**config.mk**
```make
export PLATFORM = sky130hd
export DESIGN_NAME = ans_ht_stf_sequencer_flat
export DESIGN_NICKNAME = d
export VERILOG_FILES = /design/src/rtl/ans_ht_stf_sequencer_if.sv /design/src/rtl/ans_ht_stf_sequencer.sv /design/src/flat_wrapper.sv
export SDC_FILE = /design/constraint.sdc
export NUM_CORES = 1
export LEC_CHECK = 0
export ABC_AREA = 1
export BUFFER_PORTS_ARGS = -buffer_cell sky130_fd_sc_hd__buf_2
export CAP_MARGIN = 5
export CORE_UTILIZATION = 25
export DETAILED_ROUTE_END_ITERATION = 16
export GPL_TIMING_DRIVEN = 0
export HOLD_SLACK_MARGIN = 0.02
export SLEW_MARGIN = 25
export SYNTH_ARGS = -nofsm -noshare
export SYNTH_HDL_FRONTEND = slang
export SYNTH_SLANG_ARGS = --single-unit
```
**constraint.sdc**
```tcl
create_clock -name clk -period 2.2 [get_ports clk]
set_clock_uncertainty 0.15 [all_clocks]
set_input_delay 0.22 -clock clk [delete_from_list [all_inputs] [get_ports clk]]
set_output_delay 0.22 -clock clk [all_outputs]
set_load 0.01 [all_outputs]
```
**src/rtl/ans_ht_stf_sequencer_if.sv**
```systemverilog
// Signal bundle between the HT-STF sequencer, the TX controller, the
// generator and the downstream sample sink.
interface ans_ht_stf_sequencer_if;
  logic         tx_req;
  logic [127:0] tx_coeff;
  logic         tx_ack;
  logic         abort;
  logic         out_ready;
  logic         gen_reset;
  logic         gen_letsgo;
  logic         gen_givemeoutput;
  logic [127:0] gen_obf_coeff;
  logic [31:0]  gen_sample;
  logic         gen_started;
  logic [31:0]  stf_data;
  logic         stf_valid;
  logic         stf_last;
  logic         busy;
  logic         done;
  logic         timeout_err;

  modport master (
    input  tx_req, tx_coeff, abort, out_ready, gen_sample, gen_started,
    output tx_ack, gen_reset, gen_letsgo, gen_givemeoutput, gen_obf_coeff,
           stf_data, stf_valid, stf_last, busy, done, timeout_err
  );

  modport slave (
    output tx_req, tx_coeff, abort, out_ready, gen_sample, gen_started,
    input  tx_ack, gen_reset, gen_letsgo, gen_givemeoutput, gen_obf_coeff,
           stf_data, stf_valid, stf_last, busy, done, timeout_err
  );
endinterface

```
**src/rtl/ans_ht_stf_sequencer.sv**
```systemverilog
// Sequences one HT-STF generator run per request: reset, boot, prep wait,
// gated output enable, then a framed burst of NUM_SAMPLES samples.
module ans_ht_stf_sequencer #(
  parameter int NUM_SAMPLES    = 80,
  parameter int RST_CYCLES     = 2,
  parameter int PREP_CYCLES    = 340,
  parameter int TIMEOUT_CYCLES = 1024
) (
  input  logic                  clk,
  input  logic                  rstn,
  ans_ht_stf_sequencer_if.master bus
);

  typedef enum logic [2:0] {
    S_IDLE, S_GRST, S_BOOT, S_PREP, S_WAIT_OUT, S_STREAM, S_DONE
  } state_t;

  state_t         r_state, w_state_next;
  logic [15:0]    r_cnt, w_cnt_next;
  logic [7:0]     r_smp, w_smp_next;
  logic [127:0]   r_coeff, w_coeff_next;
  logic [31:0]    r_stf_data, w_stf_data_next;
  logic           r_tx_ack, w_tx_ack_next;
  logic           r_gen_reset, w_gen_reset_next;
  logic           r_gen_letsgo, w_gen_letsgo_next;
  logic           r_gmo, w_gmo_next;
  logic           r_stf_valid, w_stf_valid_next;
  logic           r_stf_last, w_stf_last_next;
  logic           r_done, w_done_next;
  logic           r_timeout, w_timeout_next;

  always_ff @(posedge clk or negedge rstn) begin
    if (!rstn) begin
      r_state      <= S_IDLE;
      r_cnt        <= '0;
      r_smp        <= '0;
      r_coeff      <= '0;
      r_stf_data   <= '0;
      r_tx_ack     <= 1'b0;
      r_gen_reset  <= 1'b0;
      r_gen_letsgo <= 1'b0;
      r_gmo        <= 1'b0;
      r_stf_valid  <= 1'b0;
      r_stf_last   <= 1'b0;
      r_done       <= 1'b0;
      r_timeout    <= 1'b0;
    end else begin
      r_state      <= w_state_next;
      r_cnt        <= w_cnt_next;
      r_smp        <= w_smp_next;
      r_coeff      <= w_coeff_next;
      r_stf_data   <= w_stf_data_next;
      r_tx_ack     <= w_tx_ack_next;
      r_gen_reset  <= w_gen_reset_next;
      r_gen_letsgo <= w_gen_letsgo_next;
      r_gmo        <= w_gmo_next;
      r_stf_valid  <= w_stf_valid_next;
      r_stf_last   <= w_stf_last_next;
      r_done       <= w_done_next;
      r_timeout    <= w_timeout_next;
    end
  end

  always_comb begin
    w_state_next      = r_state;
    w_cnt_next        = r_cnt;
    w_smp_next        = r_smp;
    w_coeff_next      = r_coeff;
    w_stf_data_next   = r_stf_data;
    w_tx_ack_next     = 1'b0;
    w_gen_reset_next  = 1'b0;
    w_gen_letsgo_next = 1'b0;
    w_gmo_next        = r_gmo;
    w_stf_valid_next  = 1'b0;
    w_stf_last_next   = 1'b0;
    w_done_next       = 1'b0;
    w_timeout_next    = 1'b0;

    // Abort outranks every in-flight event, including the final sample and done.
    if (r_state != S_IDLE && bus.abort) begin
      w_state_next     = S_IDLE;
      w_gen_reset_next = 1'b1;
      w_gmo_next       = 1'b0;
    end else begin
      case (r_state)
        S_IDLE: begin
          if (bus.tx_req) begin
            w_coeff_next     = bus.tx_coeff;
            w_tx_ack_next    = 1'b1;
            w_gen_reset_next = 1'b1;
            w_cnt_next       = '0;
            w_state_next     = S_GRST;
          end
        end
        S_GRST: begin
          if (r_cnt == 16'(RST_CYCLES - 1)) begin
            w_gen_letsgo_next = 1'b1;
            w_state_next      = S_BOOT;
          end else begin
            w_gen_reset_next = 1'b1;
            w_cnt_next       = r_cnt + 16'd1;
          end
        end
        S_BOOT: begin
          w_cnt_next   = '0;
          w_state_next = S_PREP;
        end
        S_PREP: begin
          if (r_cnt == 16'(PREP_CYCLES - 1)) begin
            w_cnt_next   = '0;
            w_state_next = S_WAIT_OUT;
          end else begin
            w_cnt_next = r_cnt + 16'd1;
          end
        end
        S_WAIT_OUT: begin
          // Output enable is raised once and then the timeout window runs.
          if (!r_gmo) begin
            if (bus.out_ready) begin
              w_gmo_next = 1'b1;
              w_cnt_next = '0;
            end
          end else if (bus.gen_started) begin
            w_stf_data_next  = bus.gen_sample;
            w_stf_valid_next = 1'b1;
            w_smp_next       = '0;
            w_state_next     = S_STREAM;
          end else if (r_cnt == 16'(TIMEOUT_CYCLES - 1)) begin
            w_timeout_next   = 1'b1;
            w_gen_reset_next = 1'b1;
            w_gmo_next       = 1'b0;
            w_state_next     = S_IDLE;
          end else begin
            w_cnt_next = r_cnt + 16'd1;
          end
        end
        S_STREAM: begin
          w_stf_data_next  = bus.gen_sample;
          w_stf_valid_next = 1'b1;
          if (r_smp < 8'(NUM_SAMPLES - 1)) w_smp_next = r_smp + 8'd1;
          if (r_smp == 8'(NUM_SAMPLES - 2)) begin
            w_stf_last_next = 1'b1;
            w_state_next    = S_DONE;
          end
        end
        S_DONE: begin
          w_gmo_next   = 1'b0;
          w_done_next  = 1'b1;
          w_state_next = S_IDLE;
        end
        default: w_state_next = S_IDLE;
      endcase
    end
  end

  assign bus.tx_ack           = r_tx_ack;
  assign bus.gen_reset        = r_gen_reset;
  assign bus.gen_letsgo       = r_gen_letsgo;
  assign bus.gen_givemeoutput = r_gmo;
  assign bus.gen_obf_coeff    = r_coeff;
  assign bus.stf_data         = r_stf_data;
  assign bus.stf_valid        = r_stf_valid;
  assign bus.stf_last         = r_stf_last;
  assign bus.busy             = (r_state != S_IDLE);
  assign bus.done             = r_done;
  assign bus.timeout_err      = r_timeout;

endmodule

```
**src/flat_wrapper.sv**
```systemverilog
// flat-port wrapper written by rule: the top's interface ports become plain ports
module ans_ht_stf_sequencer_flat 
#(
  parameter int NUM_SAMPLES    = 80,
  parameter int RST_CYCLES     = 2,
  parameter int PREP_CYCLES    = 340,
  parameter int TIMEOUT_CYCLES = 1024
)
  (clk, rstn, bus_tx_req, bus_tx_coeff, bus_abort, bus_out_ready, bus_gen_sample, bus_gen_started, bus_tx_ack, bus_gen_reset, bus_gen_letsgo, bus_gen_givemeoutput, bus_gen_obf_coeff, bus_stf_data, bus_stf_valid, bus_stf_last, bus_busy, bus_done, bus_timeout_err);
  ans_ht_stf_sequencer_if bus_i ();
  input  logic clk;
  input  logic rstn;
  input wire logic [$bits(bus_i.tx_req)-1:0] bus_tx_req;
  input wire logic [$bits(bus_i.tx_coeff)-1:0] bus_tx_coeff;
  input wire logic [$bits(bus_i.abort)-1:0] bus_abort;
  input wire logic [$bits(bus_i.out_ready)-1:0] bus_out_ready;
  input wire logic [$bits(bus_i.gen_sample)-1:0] bus_gen_sample;
  input wire logic [$bits(bus_i.gen_started)-1:0] bus_gen_started;
  output wire logic [$bits(bus_i.tx_ack)-1:0] bus_tx_ack;
  output wire logic [$bits(bus_i.gen_reset)-1:0] bus_gen_reset;
  output wire logic [$bits(bus_i.gen_letsgo)-1:0] bus_gen_letsgo;
  output wire logic [$bits(bus_i.gen_givemeoutput)-1:0] bus_gen_givemeoutput;
  output wire logic [$bits(bus_i.gen_obf_coeff)-1:0] bus_gen_obf_coeff;
  output wire logic [$bits(bus_i.stf_data)-1:0] bus_stf_data;
  output wire logic [$bits(bus_i.stf_valid)-1:0] bus_stf_valid;
  output wire logic [$bits(bus_i.stf_last)-1:0] bus_stf_last;
  output wire logic [$bits(bus_i.busy)-1:0] bus_busy;
  output wire logic [$bits(bus_i.done)-1:0] bus_done;
  output wire logic [$bits(bus_i.timeout_err)-1:0] bus_timeout_err;
  assign bus_i.tx_req = bus_tx_req;
  assign bus_i.tx_coeff = bus_tx_coeff;
  assign bus_i.abort = bus_abort;
  assign bus_i.out_ready = bus_out_ready;
  assign bus_i.gen_sample = bus_gen_sample;
  assign bus_i.gen_started = bus_gen_started;
  assign bus_tx_ack = bus_i.tx_ack;
  assign bus_gen_reset = bus_i.gen_reset;
  assign bus_gen_letsgo = bus_i.gen_letsgo;
  assign bus_gen_givemeoutput = bus_i.gen_givemeoutput;
  assign bus_gen_obf_coeff = bus_i.gen_obf_coeff;
  assign bus_stf_data = bus_i.stf_data;
  assign bus_stf_valid = bus_i.stf_valid;
  assign bus_stf_last = bus_i.stf_last;
  assign bus_busy = bus_i.busy;
  assign bus_done = bus_i.done;
  assign bus_timeout_err = bus_i.timeout_err;
  ans_ht_stf_sequencer #(.NUM_SAMPLES(NUM_SAMPLES), .RST_CYCLES(RST_CYCLES), .PREP_CYCLES(PREP_CYCLES), .TIMEOUT_CYCLES(TIMEOUT_CYCLES)) u_core (.clk(clk), .rstn(rstn), .bus(bus_i));
endmodule
```
==> results.cfg <==
[die]
start_util = 0.256
die_w_um = 182
dieArea_um2 = 33300
ios = 335
fp.coreArea_um2 = 31800
rows = 65
die_h_um = 182

[clock_network]
cts_tree = done
ctsHtreeMaxLevel = 4
clock_sinks = 195
ctsLongestPathBuffers = 2
ctsRootBufferMaster = clkbuf_16
cts_buffers = 17
clk_latency_ns = 0.45
clk_pin_slew_worst_paths_ns = 0.07

[final_layout]
layout_commonest_cell = buf_2
final_cell_mix = buf_2 (342), dfrtp_1 (194), nand2_1 (188), dlygate4sd3_1 (164), mux2_2 (128)
multi_input_area_um2 = 2970
stdcell_count = 1677
ff_latch_area_um2 = 4880
n_fill_cell = 3000
drive_above_1_share = 0.442
nets = 1398
design_area_um2 = 12700
syn_to_final_growth_pct = 56.5

[worst_setup_path]
crit_cells = 10
path_buf_inv = 3
critPathCapture = u_core.bus.stf_data[2]
max_stage_delay_ns = 0.47
cpMaxStageDelayCell = dfrtp_1
required_ns = 2.38
r2r_cells = 10
cp-startpoint = u_core.r_state[0]
crit_chain = nor2_4 > buf_4 > nand2_4 > nor2_2 > nand2_2 > a21oi_4 > inv_2 > buf_2 > nand2_1 > nand2_1
critPathLaunchType = flip-flop
path_class = flip-flop to flip-flop
timing.rr.end = u_core.bus.stf_data[2]
crit_arrival_ns = 2.27
r2r_slack_ns = 0.11
r2r_start = u_core.r_state[0]
crit_path_frequent_cell = nand2_1
path_max_fanout = 10
endpoint_kind = flip-flop
cp_top_family = simple AND/OR/NAND/NOR gates

[global_route]
grt_pass1_vias = 7110
overflow = 0
gr-max-usage-layer = met2
antenna_found_initial = 1
grt_pass1_wl_um = 37400
grt_use_met2 = 0.255
gr-usage-met3 = 0.0433
grt_use_met1 = 0.161
grt_max_degree = 92
grtUsageTotal = 0.144

[synthesis]
async_flop_share = 1.00
ys_seq_area_frac = 0.600
synth_nets = 872
yosys_warnings = 0
synth_flop_cell = dfrtp_1
avgSynthCellArea_um2 = 11.6
ys_types = 35
synth_area_um2 = 8140
synth_cells = 702
ys_ff_latch = 195
synth_edf_count = 0

[job]
max_cap_viol_count = 0

[detailed_routing]
drt_iter0_markers = 261
via_count = 6910
drt_wl_total_um = 23700
drt_pass1_iterations = 4
post_drt_wl_per_cell_um = 14.1
drc_errors = 0
vias_per_cell = 4.12
postRouteAntennaNets = 0

[power_and_ir_drop]
switching_share = 0.359
p_clk_frac = 0.198
power_frac_comb = 0.427
ir_drop_mv = 0.480
power.total_mw = 16.0
power_switching_mw = 5.76
powerDensity_nw_per_um2 = 1260
leakagePower_nw = 6.34
p_int_mw = 10.3
power_frac_seq = 0.376

[timing]
relSlewSlack = 0.672
finalMaxSlewViolations = 0
fin_crit_ns = 2.09
worst_pin_slew_ns = 0.492
setup_viol = 0
hold_viol = 0
fin_crit_sh = 0.951
clock.fmax_mhz = 478
finalWorstSetupSlack_ns = 0.109

[placement]
placedCellCount = 1473
placed_area_um2 = 10400
place.gp.congestion = 0.772
portBuffers = 334
dp_hpwl_um = 16100
pre_cts_ws_ns = -0.551

[run_status]
status = complete, no violations

[hold_path]
worst_hold_path_type = input port to flip-flop
## synth_stat cells, drive strengths merged (2+ instances only)
cell type,count,area (µm²)
nand3,31,155
nand2,193,752
inv,33,124
mux2,128,1440
buf,25,164
nand4,3,18.8
a21oi,2,21.3
nand3b,4,46.3
ha,4,50.1
o21ai,10,53.8
nor2,43,189
dfrtp,195,4880
nor3,7,46.3
xor2,15,131
## final cells by class
class	instances	area share
sequential	195	0.383
inverter	34	0.0101
clock inverter	14	0.0120
clock buffer	18	0.0345
antenna	1	0.000197
multi-input combinational	448	0.234
tap	435	0.0427
timing repair buffer	507	0.269
buffer	25	0.0141
## stage by stage
stage / TNS [ns] / utilization / hold WS, ns
4_1_cts: 0 / 0.398 / 0.0900
3_5_place_dp: -43.51 / 0.328 / 0.00358
2_1_floorplan: 0 / - / -0.226
5_1_grt: -0.378 / 0.400 / 0.113
3_3_place_gp: -555.09 / 0.326 / 0.272
6_report: 0 / 0.400 / 0.114
## worst register-to-register path, stage by stage, from the launching register on
cell     delay, ns
dfrtp_1       0.47
nor2_4        0.20
buf_4         0.15
nand2_4       0.05
nor2_2        0.13
nand2_2       0.10
a21oi_4       0.28
inv_2         0.09
buf_2         0.20
nand2_1       0.09
nand2_1       0.06
## power groups by stage
stage               registers [mW]  logic (mW)  clock network, mW
finish                        6.02        6.84               3.17
floorplan                     6.81        3.00                  0
detailed placement            6.05        6.49                  0
CTS                           5.99        6.77               3.30
global route                  6.24        7.43               3.42
global placement              5.99        6.39                  0
## registers in the layout (all words and copies together) (netlist names)
name / cells
u_core.bus.gen_letsgo: 1
u_core.bus.stf_valid: 1
u_core.bus.gen_givemeoutput: 1
u_core.r_cnt: 16
u_core.r_state: 3
u_core.bus.done: 1
u_core.r_smp: 8
u_core.bus.gen_obf_coeff: 128
u_core.bus.gen_reset: 1
u_core.bus.timeout_err: 1
u_core.bus.stf_last: 1
u_core.bus.tx_ack: 1
u_core.bus.stf_data: 32
## layer usage
layer	up-vias	part of all wire	routed length, µm
met4	0	0.021	508
met1	3298	0.40	9530
li1	3355	-	-
met3	32	0.062	1480
met5	-	0	0
met2	225	0.51	12200
## cell families after synthesis
family                   share of synthesized area
buffers and inverters                       0.0360
AND/OR/NAND/NOR                              0.151
XOR/XNOR                                    0.0172
multiplexers                                 0.177
adder cells (fa/ha/maj)                    0.00615
AO/OA/AOI/OAI                               0.0129
flip-flops                                   0.600
## what timing repair did
action                                  4_1_cts  5_1_grt
buffers inserted                              0        7
pin swaps                                     0        5
endpoints found under the setup margin      128      117
hold buffers                                164        0
gates resized for setup                       5        5
gates cloned                                  0        0
hold endpoints to repair                    360        0
## how the worst min path moves through the flow
stage	start	depth (start not counted)	to
3_5_place_dp	rstn	1	u_core.r_smp[4]
3_3_place_gp	bus_gen_sample[29]	3	u_core.bus.stf_data[29]
6_report	bus_tx_req	3	u_core.bus.gen_reset
2_1_floorplan	rstn	0	u_core.bus.done
5_1_grt	bus_tx_req	3	u_core.bus.gen_reset
4_1_cts	rstn	2	u_core.r_cnt[7]
No activity file was read; power rests on OpenSTA's default activity.
